### config.mk
export PLATFORM = sky130hd
export DESIGN_NAME = uart_rx
export DESIGN_NICKNAME = d
export VERILOG_FILES = /design/src/rtl/uart_pkg.sv /design/src/rtl/uart_rx_sync.sv /design/src/rtl/uart_rx.sv
export SDC_FILE = /design/constraint.sdc
export NUM_CORES = 1
export LEC_CHECK = 0
export CAP_MARGIN = 30
export CORE_UTILIZATION = 44
export CTS_BUF_LIST = sky130_fd_sc_hd__clkbuf_8 sky130_fd_sc_hd__clkbuf_16
export DETAILED_ROUTE_END_ITERATION = 7
export PLACE_DENSITY_LB_ADDON = 0.1
export SYNTH_ARGS = -nofsm -noshare
export SYNTH_HDL_FRONTEND = slang
export SYNTH_HIERARCHICAL = 1
export SYNTH_SLANG_ARGS = --single-unit
### constraint.sdc
create_clock -name PCLK -period 2.4 [get_ports PCLK]
set_input_delay 0.48 -clock PCLK [delete_from_list [all_inputs] [get_ports PCLK]]
set_output_delay 0.48 -clock PCLK [all_outputs]
set_load 0.05 [all_outputs]
### src/rtl/uart_pkg.sv
// Shared UART definitions: receiver FSM encodings, oversample default,
// parity-sense constants and the frame-format bundle used by TX and RX.
package uart_pkg;

  localparam int UART_RX_OVERSAMPLE_DEFAULT = 16;

  localparam logic [2:0] RX_ST_IDLE   = 3'd0;
  localparam logic [2:0] RX_ST_START  = 3'd1;
  localparam logic [2:0] RX_ST_DATA   = 3'd2;
  localparam logic [2:0] RX_ST_PARITY = 3'd3;
  localparam logic [2:0] RX_ST_STOP   = 3'd4;

  localparam logic PARITY_ODD  = 1'b0;
  localparam logic PARITY_EVEN = 1'b1;

  typedef struct packed {
    logic eight_bits;
    logic parity_en;
    logic parity_sense;
  } uart_fmt_t;

  // Parity bit a transmitter of this format appends after the data bits
  function automatic logic parity_bit(input logic [7:0] data, input logic sense);
    logic p;
    if (sense == PARITY_EVEN) begin
      p = ^data;
    end else if (sense == PARITY_ODD) begin
      p = ~^data;
    end else begin
      p = 1'b0;
    end
    return p;
  endfunction

endpackage

### src/rtl/uart_rx_sync.sv
// Serial-line synchronizer: two flops into the PCLK domain plus a history
// flop for falling-edge detection; all flops reset to the idle-high level.
module uart_rx_sync (
  input  logic PCLK,
  input  logic PRESET,
  input  logic line_async,
  output logic line_sync,
  output logic line_fall
);

  logic meta_r;
  logic sync_r;
  logic prev_r;

  // Synchronizer chain and previous-value history
  always_ff @(posedge PCLK or posedge PRESET) begin
    if (PRESET) begin
      meta_r <= 1'b1;
      sync_r <= 1'b1;
      prev_r <= 1'b1;
    end else begin
      meta_r <= line_async;
      sync_r <= meta_r;
      prev_r <= sync_r;
    end
  end

  assign line_sync = sync_r;
  assign line_fall = prev_r & ~sync_r;

endmodule

### src/rtl/uart_rx.sv
// UART receiver: 7/8-bit frames, optional parity, one-deep holding register.
// Define UART_RX_MAJORITY_VOTE_EN for 2-of-3 mid-bit voting instead of a single sample.
module uart_rx
  import uart_pkg::*;
#(
  parameter int UART_RX_OVERSAMPLE = UART_RX_OVERSAMPLE_DEFAULT
) (
  input  logic       PCLK,
  input  logic       PRESET,
  input  logic       rx_sample_pulse,
  input  logic       UART_RX,
  input  logic       data_bits,
  input  logic       parity_en,
  input  logic       parity_odd0_even1,
  input  logic       rx_data_reg_rd,
  output logic [7:0] rx_data,
  output logic       rx_valid,
  output logic       parity_err,
  output logic       frame_err,
  output logic       overrun_err,
  output logic       rx_busy
);

  localparam logic [3:0] OS_LAST = 4'(UART_RX_OVERSAMPLE - 1);
  localparam logic [3:0] OS_MID  = 4'(UART_RX_OVERSAMPLE / 2);
`ifdef UART_RX_MAJORITY_VOTE_EN
  localparam logic [3:0] OS_DECIDE = OS_MID + 4'd1;
`else
  localparam logic [3:0] OS_DECIDE = OS_MID;
`endif

  logic       line_s;
  logic       fall_s;
  logic       bit_s;
  logic       decide_s;
  logic       rd_s;
  logic [3:0] os_next_s;
  logic [2:0] last_bit_s;

  logic [2:0] state_r;
  logic [3:0] os_cnt_r;
  logic [2:0] bit_cnt_r;
  logic [7:0] shift_r;
  uart_fmt_t  fmt_r;
  logic       par_mismatch_r;
  logic [7:0] rx_data_r;
  logic       rx_valid_r;
  logic       parity_err_r;
  logic       frame_err_r;
  logic       overrun_err_r;

  uart_rx_sync u_sync (
    .PCLK       (PCLK),
    .PRESET     (PRESET),
    .line_async (UART_RX),
    .line_sync  (line_s),
    .line_fall  (fall_s)
  );

`ifdef UART_RX_MAJORITY_VOTE_EN
  logic vote_early_r;
  logic vote_mid_r;

  // Samples one pulse before and at mid-bit; the third vote is the live line
  always_ff @(posedge PCLK or posedge PRESET) begin
    if (PRESET) begin
      vote_early_r <= 1'b1;
      vote_mid_r   <= 1'b1;
    end else if (rx_sample_pulse && (os_cnt_r == (OS_MID - 4'd1))) begin
      vote_early_r <= line_s;
    end else if (rx_sample_pulse && (os_cnt_r == OS_MID)) begin
      vote_mid_r <= line_s;
    end else begin
      vote_early_r <= vote_early_r;
      vote_mid_r   <= vote_mid_r;
    end
  end

  assign bit_s = (vote_early_r & vote_mid_r) | (vote_early_r & line_s) | (vote_mid_r & line_s);
`else
  assign bit_s = line_s;
`endif

  assign decide_s   = rx_sample_pulse & (os_cnt_r == OS_DECIDE);
  assign os_next_s  = (os_cnt_r == OS_LAST) ? 4'd0 : (os_cnt_r + 4'd1);
  assign last_bit_s = fmt_r.eight_bits ? 3'd7 : 3'd6;
  assign rd_s       = rx_data_reg_rd & rx_valid_r;

  // Frame FSM and holding register; a stop write in the same cycle as a read wins
  always_ff @(posedge PCLK or posedge PRESET) begin
    if (PRESET) begin
      state_r             <= RX_ST_IDLE;
      os_cnt_r            <= 4'd0;
      bit_cnt_r           <= 3'd0;
      shift_r             <= 8'h00;
      fmt_r.eight_bits    <= 1'b0;
      fmt_r.parity_en     <= 1'b0;
      fmt_r.parity_sense  <= 1'b0;
      par_mismatch_r      <= 1'b0;
      rx_data_r           <= 8'h00;
      rx_valid_r          <= 1'b0;
      parity_err_r        <= 1'b0;
      frame_err_r         <= 1'b0;
      overrun_err_r       <= 1'b0;
    end else begin
      if (rd_s) begin
        rx_valid_r    <= 1'b0;
        overrun_err_r <= 1'b0;
      end
      case (state_r)
        RX_ST_IDLE: begin
          if (fall_s) begin
            state_r  <= RX_ST_START;
            os_cnt_r <= 4'd0;
          end
        end
        RX_ST_START: begin
          if (rx_sample_pulse) begin
            os_cnt_r <= os_next_s;
          end
          if (decide_s) begin
            if (bit_s) begin
              state_r <= RX_ST_IDLE;
            end else begin
              state_r            <= RX_ST_DATA;
              fmt_r.eight_bits   <= data_bits;
              fmt_r.parity_en    <= parity_en;
              fmt_r.parity_sense <= parity_odd0_even1;
              shift_r            <= 8'h00;
              bit_cnt_r          <= 3'd0;
              par_mismatch_r     <= 1'b0;
            end
          end
        end
        RX_ST_DATA: begin
          if (rx_sample_pulse) begin
            os_cnt_r <= os_next_s;
          end
          if (decide_s) begin
            shift_r[bit_cnt_r] <= bit_s;
            if (bit_cnt_r == last_bit_s) begin
              bit_cnt_r <= 3'd0;
              state_r   <= fmt_r.parity_en ? RX_ST_PARITY : RX_ST_STOP;
            end else begin
              bit_cnt_r <= bit_cnt_r + 3'd1;
            end
          end
        end
        RX_ST_PARITY: begin
          if (rx_sample_pulse) begin
            os_cnt_r <= os_next_s;
          end
          if (decide_s) begin
            par_mismatch_r <= bit_s ^ parity_bit(shift_r, fmt_r.parity_sense);
            state_r        <= RX_ST_STOP;
          end
        end
        RX_ST_STOP: begin
          if (decide_s) begin
            rx_data_r    <= shift_r;
            parity_err_r <= fmt_r.parity_en & par_mismatch_r;
            frame_err_r  <= ~bit_s;
            rx_valid_r   <= 1'b1;
            if (rx_valid_r && !rx_data_reg_rd) begin
              overrun_err_r <= 1'b1;
            end
            os_cnt_r <= 4'd0;
            state_r  <= RX_ST_IDLE;
          end else if (rx_sample_pulse) begin
            os_cnt_r <= os_next_s;
          end
        end
        default: begin
          state_r <= RX_ST_IDLE;
        end
      endcase
    end
  end

  assign rx_data     = rx_data_r;
  assign rx_valid    = rx_valid_r;
  assign parity_err  = parity_err_r;
  assign frame_err   = frame_err_r;
  assign overrun_err = overrun_err_r;
  assign rx_busy     = (state_r != RX_ST_IDLE);

endmodule
# == Yosys cells after proc, flatten, opt, wreduce, memory -nomap -nowiden ==
# Index checks and enable logic that the tools add are counted.
# totals
register_bits,37
input_bits,8
word_cells,98
# op_classes
n_addsub,2
magnitude_cmp,2
n_eq_ne,14
mux,41
n_bitwise,6
n_reduce_logical,17
# op_table
op,n
3-bit 2-to-1 mux,11
8-bit 2-to-1 mux,3
4-bit 2-to-1 mux,4
8-bit one-hot mux with 2 select lines,1
1-bit 2-to-1 mux,15
3-bit one-hot mux with 5 select lines,1
"2-bit inequality test, second input constant",7
4-bit one-hot mux with 3 select lines,1
8-bit bitwise mux,1
"4-bit equality test, second input constant",2
4-bit AND reduction,2
8-bit XNOR reduction,1
8-bit XOR reduction,1
"3-bit by 2-bit equality test with 1-bit output, second input constant",2
3-bit one-hot mux with 2 select lines,1
6-bit AND reduction,1
3-bit nonzero test,2
"4-bit by 1-bit adder with 4-bit output, second input constant",1
1-bit bitwise AND,4
"3-bit by 4-bit < comparator with 1-bit output, second input constant",1
2-bit AND reduction,2
2-bit nonzero test,2
"3-bit by 1-bit adder with 3-bit output, second input constant",1
1-bit demux with 3-bit select,1
13 further kinds,14

# == Longest topological paths before layout ==
# Gate-level depths: netlist of the first run.
# depth
word_depth,7
ltp_mapped,8

# == By module ==
# The synthesis of the first run kept the hierarchy.
# modules_own_cells
mod,instances,cells_per_inst,area_per_inst_um2
uart_rx,1,175,1806.7
uart_rx_sync,1,5,96.3

# == Worst setup path before layout of the first run ==
# Ideal clock, no wire load.
# synth_path
path_kind,reg-to-reg
from,register os_cnt_r[0]
to,register fmt_r[0] in the netlist's numbering
t_arrival_ps,1593
t_required_ps,2275
slack_ps,682
path_stages_with_launch,8
cell_sequence,dfrtp_1 -> inv_1 -> ha_1 -> and4b_1 -> buf_4 -> nand3_1 -> nor3_2 -> mux2_2
# synth_via
elab_chain_len,3
# synth_rtl
item,line,text
start: declaration,uart_rx.sv:41,logic [3:0] os_cnt_r;
start signal: assignment,uart_rx.sv:119,os_cnt_r <= os_next_s;
start signal: assignment,uart_rx.sv:137,os_cnt_r <= os_next_s;
start signal: assignment,uart_rx.sv:151,os_cnt_r <= os_next_s;
4-bit equality test,uart_rx.sv:84,assign decide_s = rx_sample_pulse & (os_cnt_r == OS_DECIDE);
1-bit bitwise AND,uart_rx.sv:84,
3-bit AND reduction (no source line),n/a,
end: declaration,uart_rx.sv:44,uart_fmt_t fmt_r;
# Every way passes these cells.
# A chain may end at the register's enable or synchronous reset.

# == Worst setup path in the final report of the first run ==
# layout_path
from,register os_cnt_r[0]
to,register os_cnt_r[1]
# layout_via
elab_chain_len,5
word_cells_on_any_way,8
# layout_rtl
item,line,text
4-bit by 1-bit adder with 4-bit output / 4-bit equality test (equally long branches),uart_rx.sv:85,assign os_next_s = (os_cnt_r == OS_LAST) ? 4'd0 : (os_cnt_r + 4'd1);
4-bit 2-to-1 mux,uart_rx.sv:85,
4-bit 2-to-1 mux,n/a,
4-bit 2-to-1 mux,uart_rx.sv:159,if (decide_s) begin
4-bit one-hot mux with 3 select lines *,uart_rx.sv:110,case (state_r)
# Mark *: on every way between the ends. The rest lies on a longest branch, timed or not.

==> results of run 1 <==
[worst paths after layout]
| path | startpoint | to | cells after the start |
|---|---|---|---|
| max | os_cnt_r[0] | os_cnt_r[1] | 6 |
| min | u_sync/meta_r | u_sync/line_sync | 0 |
| max reg2reg | os_cnt_r[0] | os_cnt_r[1] | 6 |
| min reg2reg | u_sync/meta_r | u_sync/line_sync | 0 |
| max in group asynchronous | PRESET | rx_data[4] | 3 |
| min in group asynchronous | PRESET | u_sync/line_sync | 2 |
[sequential cells by signal (all words and copies together), names as in the netlist, 3 cells and up, named ones only]
register	flops
bit_cnt_r	3
shift_r	8
os_cnt_r	4
rx_data	8
fmt_r	3
state_r	3
[cell families after synthesis]
| family | synth area share |
|---|---|
| AO/OA/AOI/OAI | 0.1775 |
| AND/OR/NAND/NOR | 0.1433 |
| flip-flops | 0.4885 |
| buffers and inverters | 0.04601 |
| multiplexers | 0.07627 |
| XOR/XNOR | 0.04865 |
| adder cells (fa/ha/maj) | 0.01973 |
[worst max-delay path, delay by kind of cell (launching register included)]
| kind | cells | cell delay [ps] |
|---|---|---|
| simple gates | 2 | 760 |
| compound gates | 2 | 490 |
| flops | 1 | 380 |
| fa+ha+maj | 1 | 220 |
| buf+inv | 1 | 90 |
[cell type report]
type,instances,area (um^2)
fillers,375,1868
flip-flops and latches,37,929.6
multi-input cells,123,885.9
repair buffers,23,220.2
clock buffers,5,68.82
well taps,50,62.56
inverters,10,37.54
clock inverters,3,13.76
[placed cells by master, fill, tap and decap left out, drive strengths merged, types with 2 or more instances in the layout]
cell type,instances
clkinv,2
dfrtp,34
or4,2
nand3,5
dfstp,3
nor3b,3
o21a,4
clkbuf,5
nand2b,4
o31ai,2
a31oi,4
clkdlybuf4s50,19
a22o,2
nand4b,2
o21ai,24
o22ai,3
o211ai,3
nor2b,4
nand2,9
nor2,7
xnor2,7
inv,11
nor3,3
buf,4
mux2,12
a21oi,3
ha,3
[metal layers]
| layer | track usage | vias up | wire [um] |
|---|---|---|---|
| met5 | 0 | - | 0 |
| met4 | 0.07181 | 0 | 25 |
| met3 | 0.05068 | 2 | 112 |
| met2 | 0.3205 | 32 | 1848 |
| met1 | 0.2444 | 692 | 1747 |
| li1 | - | 686 | - |
[power groups by stage]
stage          combinational [mW]  clock, mW  sequential [mW]
2_1_floorplan               0.267          0            0.722
3_3_place_gp                0.326          0            0.730
3_5_place_dp                0.332          0            0.734
4_1_cts                     0.333      0.426            0.723
5_1_grt                     0.372      0.461            0.731
6_report                    0.332      0.407            0.724
[stage by stage]
step / cell area [um^2] / util / std cells
after floorplan: 1903 / - / 180
after global placement: 2136 / 0.5227 / 243
after detailed placement: 2136 / 0.5227 / 243
after CTS: 2218 / 0.5429 / 251
after global routing: 2218 / 0.5429 / 251
final: 2218 / 0.5429 / 251
==> run_results.csv, run 1 <==
group,metric,value,unit
timing,tightest_slew,509.1,ps
yosys,synth_nets,191,
yosys,synth_common_cells,"dfrtp_1 (34), o21ai_0 (23), mux2_2 (12), inv_1 (10), nand2_1 (9)",
layout,drive_gt1_frac,0.1692,
setup_path,cp.required,2610,ps
power_and_ir_drop,p_clk_frac,0.278,
yosys,synth-edff-count,0,
power_and_ir_drop,max-vdd-ir-drop,0.0003352,V
setup_path,r2r_slack,380,ps
yosys,synth.area.top_cells,"dfrtp_1 (45%), mux2_2 (7.1%), o21ai_0 (6.0%)",
routing,routed_wirelength,3734,um
yosys,synth_top_cell_by_area,"dfrtp_1",
grt,grt_start_max_net_pins,35,
clock_network,clk_pin_slew,70,ps
timing,timing.final.crit_share,0.8398,
floorplanning,coreArea,4086,um^2
clock_network,post_cts_buffers,0,
power_and_ir_drop,pwr-share-seq,0.495,
setup_path,slowest_stage,"nor3_1",
placed_design,routabilityCongestion,0.8930,
yosys,yosysWarnings,6,
setup_path,cp.arrival,2220,ps
power_and_ir_drop,p_sw,0.4644,mW
placed_design,hpwl,2714,um
grt,grt_remaining_overflow,0,
setup_path,critPathMaxStageDelay,460,ps
routing,first_iter_violations,61,
floorplanning,die-area,4592,um^2
routing,via_per_inst,5.625,
yosys,yosysSeqAreaShare,0.4885,
routing,ant_nets,0,
layout,diodes,0,
setup_path,path_cells,"inv_1 > ha_1 > and4b_1 > nor3_1 > o21ai_0 > o22ai_1",
setup_path,crit_type,"flip-flop to flip-flop",
timing,finalSetupViolations,0,
power_and_ir_drop,p_int,0.9986,mW
yosys,synth_top_area_share,0.4471,
yosys,synthArstFlopShare,1.000,
floorplanning,ios,21,
timing,max_slew_margin,0.6595,
yosys,synth.ff_latch_count,37,
power_and_ir_drop,p_total,1.463,mW
routing,wl_per_cell,14.88,um
placed_design,port_buffers,20,
floorplanning,die_w,67.77,um
floorplanning,die_h,67.77,um
grt,grt_usage,0.1951,
yosys,syn_area,1903,um^2
yosys,yosysUniqueCellTypes,49,
power_and_ir_drop,leakage,0.9779,nW
power_and_ir_drop,comb_power_share,0.227,
setup_path,start_kind,"flip-flop",
floorplanning,initial_core_util,0.4657,
timing,clock_skew,4.126,ps
clock_network,cts_htree_levels,2,
clock_network,clockRootBuffer,"clkbuf_8",
power_and_ir_drop,swShare,0.3174,
power_and_ir_drop,power_density,659.5,nW/um^2
clock_network,max-clock-path-buffers,2,
layout,layout.nets,211,
flow_run,drv_cap,0,
timing,post-route-min-period,2015,ps
grt,antenna_found_initial,0,
clock_network,cts_buffers,5,
clock_network,postCtsResizedCells,0,
timing,hold_viol,0,
layout,syn2layout_area_growth,16.57,%
floorplanning,core.rowCount,23,
timing,hold-worst-slack,357.8,ps
routing,firstDrtPassIters,4,
timing,layout_setup_ws,384.6,ps
placed_design,pre_cts_slack,154.4,ps
yosys,synth.most_common_cell,"dfrtp_1",
yosys,synth-main-ff-cell,"dfrtp_1",
worst_hold_path,hp-class,"flip-flop to flip-flop",
clock_network,cts_sinks,37,
timing,rsz0062_at_grt,"no",
yosys,netlist_instances,180,
routing,vias,1412,
routing,drc_errors,0,
grt,grt_pass1_wl,6451,um
setup_path,cp_max_fo,7,
clock_network,cts_tree,"yes",
setup_path,end_kind,"flip-flop",
clock_network,cts_hold_buf,0,
timing,setup_tns,0,ps
timing,maxSlewViolCount,0,
grt,grt_pass1_vias,1382,
clock_network,clk_latency,280,ps
timing,fmax,496.2,MHz
yosys,avgSynthCellArea,10.57,um^2
outcome,status,"complete, no violations",
No activity file was read; power rests on OpenSTA's default activity.
==> inputs of run 2 (changes only) <==
==> constraint.sdc (replaced) <==
create_clock -name PCLK -period 1.6 [get_ports PCLK]
set_input_delay 0.32 -clock PCLK [delete_from_list [all_inputs] [get_ports PCLK]]
set_output_delay 0.32 -clock PCLK [all_outputs]
set_load 0.05 [all_outputs]
==> run 2 against run 1 <==
The run now ends with setup timing left. Routed wire length grew 12%. Global-route usage rose by 1.3 points. First-iteration DRC count grew 9.8%. Clock power up 100%. Sequential power rose by 46%. Final area is 19% higher. Clock-buffer cell count did not move. Core utilization rose by 10 points. Maximum frequency is 14% higher. Worst hold slack better by 1.6 ps. Via count up 10%.
==> run_results.csv, run 2 (same netlist as run 1, synthesis figures left out) <==
group,metric,value,unit
timing,tightest_slew,447.8,ps
setup_path,cp.arrival,1980,ps
placed_design,routabilityCongestion,0.8739,
clock_network,cts_hold_buf,0,
layout,diodes,0,
clock_network,cts_tree,"yes",
placed_design,hpwl,2871,um
floorplanning,coreArea,4086,um^2
routing,first_iter_violations,67,
timing,fmax,566.7,MHz
grt,grt_start_max_net_pins,35,
setup_path,crit_type,"flip-flop to flip-flop",
grt,grt_pass1_wl,6906,um
routing,firstDrtPassIters,4,
clock_network,cts_htree_levels,2,
timing,layout_setup_ws,-164.7,ps
routing,via_per_inst,5.475,
floorplanning,initial_core_util,0.4657,
timing,maxSlewViolCount,0,
setup_path,end_kind,"flip-flop",
layout,layout.cells.non_filler,284,
floorplanning,core.rowCount,23,
grt,grt_pass1_vias,1466,
power_and_ir_drop,max-vdd-ir-drop,0.0007175,V
grt,grt_usage,0.2083,
worst_hold_path,hp-class,"flip-flop to flip-flop",
setup_path,critPathMaxStageDelay,400,ps
floorplanning,die_w,67.77,um
power_and_ir_drop,p_total,2.821,mW
placed_design,port_buffers,20,
placed_design,placedCellCount,266,
outcome,violations,"setup timing",
clock_network,max-clock-path-buffers,2,
routing,drc_errors,0,
floorplanning,die-area,4592,um^2
layout,drive_gt1_frac,0.4316,
clock_network,clk_pin_slew,80,ps
routing,vias,1555,
layout,layout_commonest_cell,"buf_4",
clock_network,cts_sinks,37,
timing,post-route-min-period,1765,ps
timing,rsz0062_at_grt,"yes",
flow_run,drv_cap,0,
timing,hold-worst-slack,359.5,ps
timing,finalSetupViolations,27,
layout,syn2layout_area_growth,38.86,%
setup_path,r2r_slack,-160,ps
floorplanning,die_h,67.77,um
routing,wl_per_cell,14.75,um
layout,utilization,0.6467,
grt,grt_remaining_overflow,0,
power_and_ir_drop,leakage,1.208,nW
clock_network,cts_buffers,5,
grt,antenna_found_initial,0,
timing,setup_tns,-3071,ps
setup_path,slowest_stage,"or4_1",
timing,clock_skew,5.162,ps
setup_path,path_cells,"inv_2 > ha_4 > and4b_2 > buf_6 > a211oi_4 > or4_1 > o21ai_1",
outcome,status,"finished with violations",
setup_path,cp_max_fo,5,
timing,hold_viol,0,
layout,layout.nets,244,
power_and_ir_drop,power_density,1068,nW/um^2
setup_path,start_kind,"flip-flop",
timing,timing.final.crit_share,1.103,
floorplanning,ios,21,
routing,ant_nets,0,
clock_network,clk_latency,290,ps
layout,layout_common_cells,"buf_4 (44), dfrtp_1 (32), o21ai_1 (11)",
timing,max_slew_margin,0.6987,
routing,routed_wirelength,4189,um
clock_network,clockRootBuffer,"clkbuf_8",
setup_path,cp.required,1820,ps
-- run 2: critical path, delay by kind of cell, from the launching register on --
family | cells | cell delay, ps
and+or+nand+nor | 2 | 740
DFF | 1 | 390
buffers and inverters | 2 | 230
AOI/OAI and AO/OA | 2 | 200
adders and majority gates | 1 | 130
-- run 2: through the flow --
stage | worst slack (ps) | area (um^2)
floorplan | -82.28 | 1952
global placement | -432.4 | 2359
detailed placement | -453.7 | 2359
CTS | -144.9 | 2557
global route | -229.6 | 2643
finish | -164.7 | 2643
-- run 2: what timing repair did --
action | 4_1_cts | 5_1_grt
pin swaps | 5 | 8
gates cloned | 0 | 1
setup endpoints to repair | 31 | 30
buffers inserted | 5 | 4
resized for setup | 23 | 18
-- run 2: path summary, 6_finish.rpt --
kind                               startpoint  cells past startpoint               end
worst max register to register    os_cnt_r[1]                      7        state_r[0]
worst max-delay path              os_cnt_r[1]                      7        state_r[0]
worst min register to register  u_sync/meta_r                      0  u_sync/line_sync
min in group asynchronous              PRESET                      3          fmt_r[0]
max in group asynchronous              PRESET                      3        state_r[0]
worst min-delay path            u_sync/meta_r                      0  u_sync/line_sync
-- run 2: final cells by class --
type | count | area [um^2]
clock inverters | 3 | 43.79
multi-input cells | 123 | 1015
repair buffers | 56 | 483.0
inverters | 10 | 37.54
flip-flops and latches | 37 | 932.1
clock buffers | 5 | 68.82
well taps | 50 | 62.56
fillers | 327 | 1444
-- run 2: routing by layer --
layer	global-route usage	wire length (um)	part of all wire	up-vias
li1	-	-	-	756
met1	0.2662	1948	0.47	759
met2	0.3379	2019	0.48	33
met3	0.05068	163	0.039	7
met4	0.07713	59	0.014	0
met5	0	0	0	-
-- run 2: where the power goes --
part,internal [mW],switching (mW),leakage [nW]
clock,0.467,0.353,0.0585
sequential,1.00,0.0548,0.499
combinational,0.496,0.447,0.651
total,1.97,0.855,1.21
==> inputs of run 3 (changes only) <==
==> constraint.sdc (replaced) <==
create_clock -name PCLK -period 1.9 [get_ports PCLK]
set_input_delay 0.38 -clock PCLK [delete_from_list [all_inputs] [get_ports PCLK]]
set_output_delay 0.38 -clock PCLK [all_outputs]
set_load 0.05 [all_outputs]
==> run 3 against run 2 <==
The flow now finishes without violations. Setup slack gained 200 ps. Critical path type unchanged. Die area unchanged. Combinational power down 39%. Non-clock buffer count fell by 14. Highest routed layer unchanged. Clock-buffer cell count is 1 higher. Global-route usage is 0.56 points higher. Register-to-register slack better by 200 ps. Routed wire length shrank 0.33%.
==> run_results.csv, run 3 (same netlist as run 1, synthesis figures left out) <==
group,metric,value,unit
timing,rsz0062_at_grt,"yes",
clock_network,cts_sinks,37,
grt,grt_pass1_vias,1481,
floorplanning,core.rowCount,23,
timing,layout_setup_ws,36.47,ps
placed_design,routabilityCongestion,0.9593,
grt,antenna_found_initial,0,
floorplanning,die_w,67.77,um
timing,fmax,536.6,MHz
timing,hold_viol,0,
routing,routed_wirelength,4175,um
setup_path,r2r_cells,6,
power_and_ir_drop,leakage,1.165,nW
floorplanning,die_h,67.77,um
power_and_ir_drop,power_density,844.8,nW/um^2
routing,ant_nets,0,
layout,layout.nets,230,
layout,drive_gt1_frac,0.2818,
clock_network,cts_buffers,5,
setup_path,rr_startpoint,"os_cnt_r[1]",
setup_path,crit_type,"flip-flop to flip-flop",
setup_path,cp.required,2070,ps
floorplanning,ios,21,
routing,firstDrtPassIters,4,
layout,layout.cells.non_filler,270,
routing,vias,1522,
floorplanning,die-area,4592,um^2
clock_network,clk_latency,290,ps
placed_design,hpwl,2921,um
layout,syn2layout_area_growth,28.01,%
timing,post-route-min-period,1864,ps
placed_design,port_buffers,20,
grt,grt_usage,0.2139,
timing,max_slew_margin,0.6653,
power_and_ir_drop,max-vdd-ir-drop,0.0006621,V
worst_hold_path,hold_start,"u_sync/meta_r",
timing,tightest_slew,500.4,ps
timing,maxSlewViolCount,0,
clock_network,cts_tree,"yes",
routing,via_per_inst,5.637,
routing,drc_errors,0,
grt,grt_start_max_net_pins,35,
placed_design,pre_cts_slack,-241.9,ps
routing,wl_per_cell,15.46,um
clock_network,clockRootBuffer,"clkbuf_8",
layout,layout_commonest_cell,"dfrtp_1",
floorplanning,coreArea,4086,um^2
layout,diodes,0,
clock_network,clk_pin_slew,70,ps
grt,grt_remaining_overflow,0,
setup_path,r2r-end,"fmt_r[0]",
timing,timing.final.crit_share,0.9808,
routing,first_iter_violations,52,
setup_path,cp.arrival,2040,ps
worst_hold_path,hold_depth,0,
grt,grt_pass1_wl,6927,um
layout,layout_common_cells,"dfrtp_1 (34), buf_4 (23), o21ai_0 (22), clkdlybuf4s50_1 (13)",
outcome,status,"complete, no violations",
setup_path,end_kind,"flip-flop",
clock_network,cts_hold_buf,0,
timing,clock_skew,7.565,ps
setup_path,r2r_slack,40,ps
timing,finalSetupViolations,0,
worst_hold_path,hp-class,"flip-flop to flip-flop",
flow_run,drv_cap,0,
floorplanning,initial_core_util,0.4657,
worst_hold_path,min_to,"u_sync/line_sync",
clock_network,cts_htree_levels,2,
setup_path,start_kind,"flip-flop",
layout,fillers,356,
setup_path,cp_max_fo,5,
timing,hold-worst-slack,356.6,ps
placed_design,placedCellCount,257,
clock_network,max-clock-path-buffers,2,
## run 3: area by class of cell
cell class | count | area (um^2) | share of cell area
timing repair buffer | 42 | 392.9 | 0.1613
inverter | 10 | 37.54 | 0.01541
clock buffer | 6 | 82.58 | 0.03390
sequential | 37 | 929.6 | 0.3816
tap | 50 | 62.56 | 0.02568
multi-input combinational | 123 | 919.6 | 0.3775
clock inverter | 2 | 11.26 | 0.004622
## run 3: metal layers
| metal | vias to the layer above | wire (um) | track usage |
|---|---|---|---|
| li1 | 725 | - | - |
| met1 | 755 | 1894 | 0.2553 |
| met2 | 36 | 2081 | 0.3540 |
| met3 | 6 | 150 | 0.06250 |
| met4 | 0 | 48 | 0.09309 |
| met5 | - | 0 | 0 |
## run 3: timing repair
item	CTS	global route
endpoints found under the setup margin	4	11
gates resized for setup	3	13
cloned	0	0
setup buffers	0	5
pin swaps	0	5
## run 3: worst max-delay path by stage
stage / endpoint / start / slack, ps
6_report: fmt_r[0] / os_cnt_r[1] / 40
5_1_grt: fmt_r[0] / os_cnt_r[1] / -20
3_5_place_dp: fmt_r[0] / rx_sample_pulse / -240
3_3_place_gp: fmt_r[1] / rx_sample_pulse / -160
2_1_floorplan: fmt_r[0] / os_cnt_r[0] / 180
4_1_cts: fmt_r[0] / os_cnt_r[1] / 10
## run 3: metrics by stage
step | power, mW | area (um^2) | TNS, ps | utilization
2_1_floorplan | 1.249 | 1903 | 0 | -
3_3_place_gp | 1.430 | 2261 | -1090 | 0.5533
3_5_place_dp | 1.452 | 2261 | -2062 | 0.5533
4_1_cts | 2.022 | 2367 | 0 | 0.5793
5_1_grt | 2.171 | 2436 | -42.79 | 0.5961
6_report | 2.058 | 2436 | 0 | 0.5961
## run 3: power by group
part / leakage, nW / internal [mW] / switching, mW
combinational: 0.615 / 0.281 / 0.295
sequential: 0.501 / 0.843 / 0.0787
clock: 0.0486 / 0.289 / 0.272
## run 3: critical path: stages (launching register included)
cell and delay, ps:
dfrtp_1 400, inv_2 70, ha_2 190, and4b_2 300, nand3_2 120, nor3_4 330
mux2_4 330
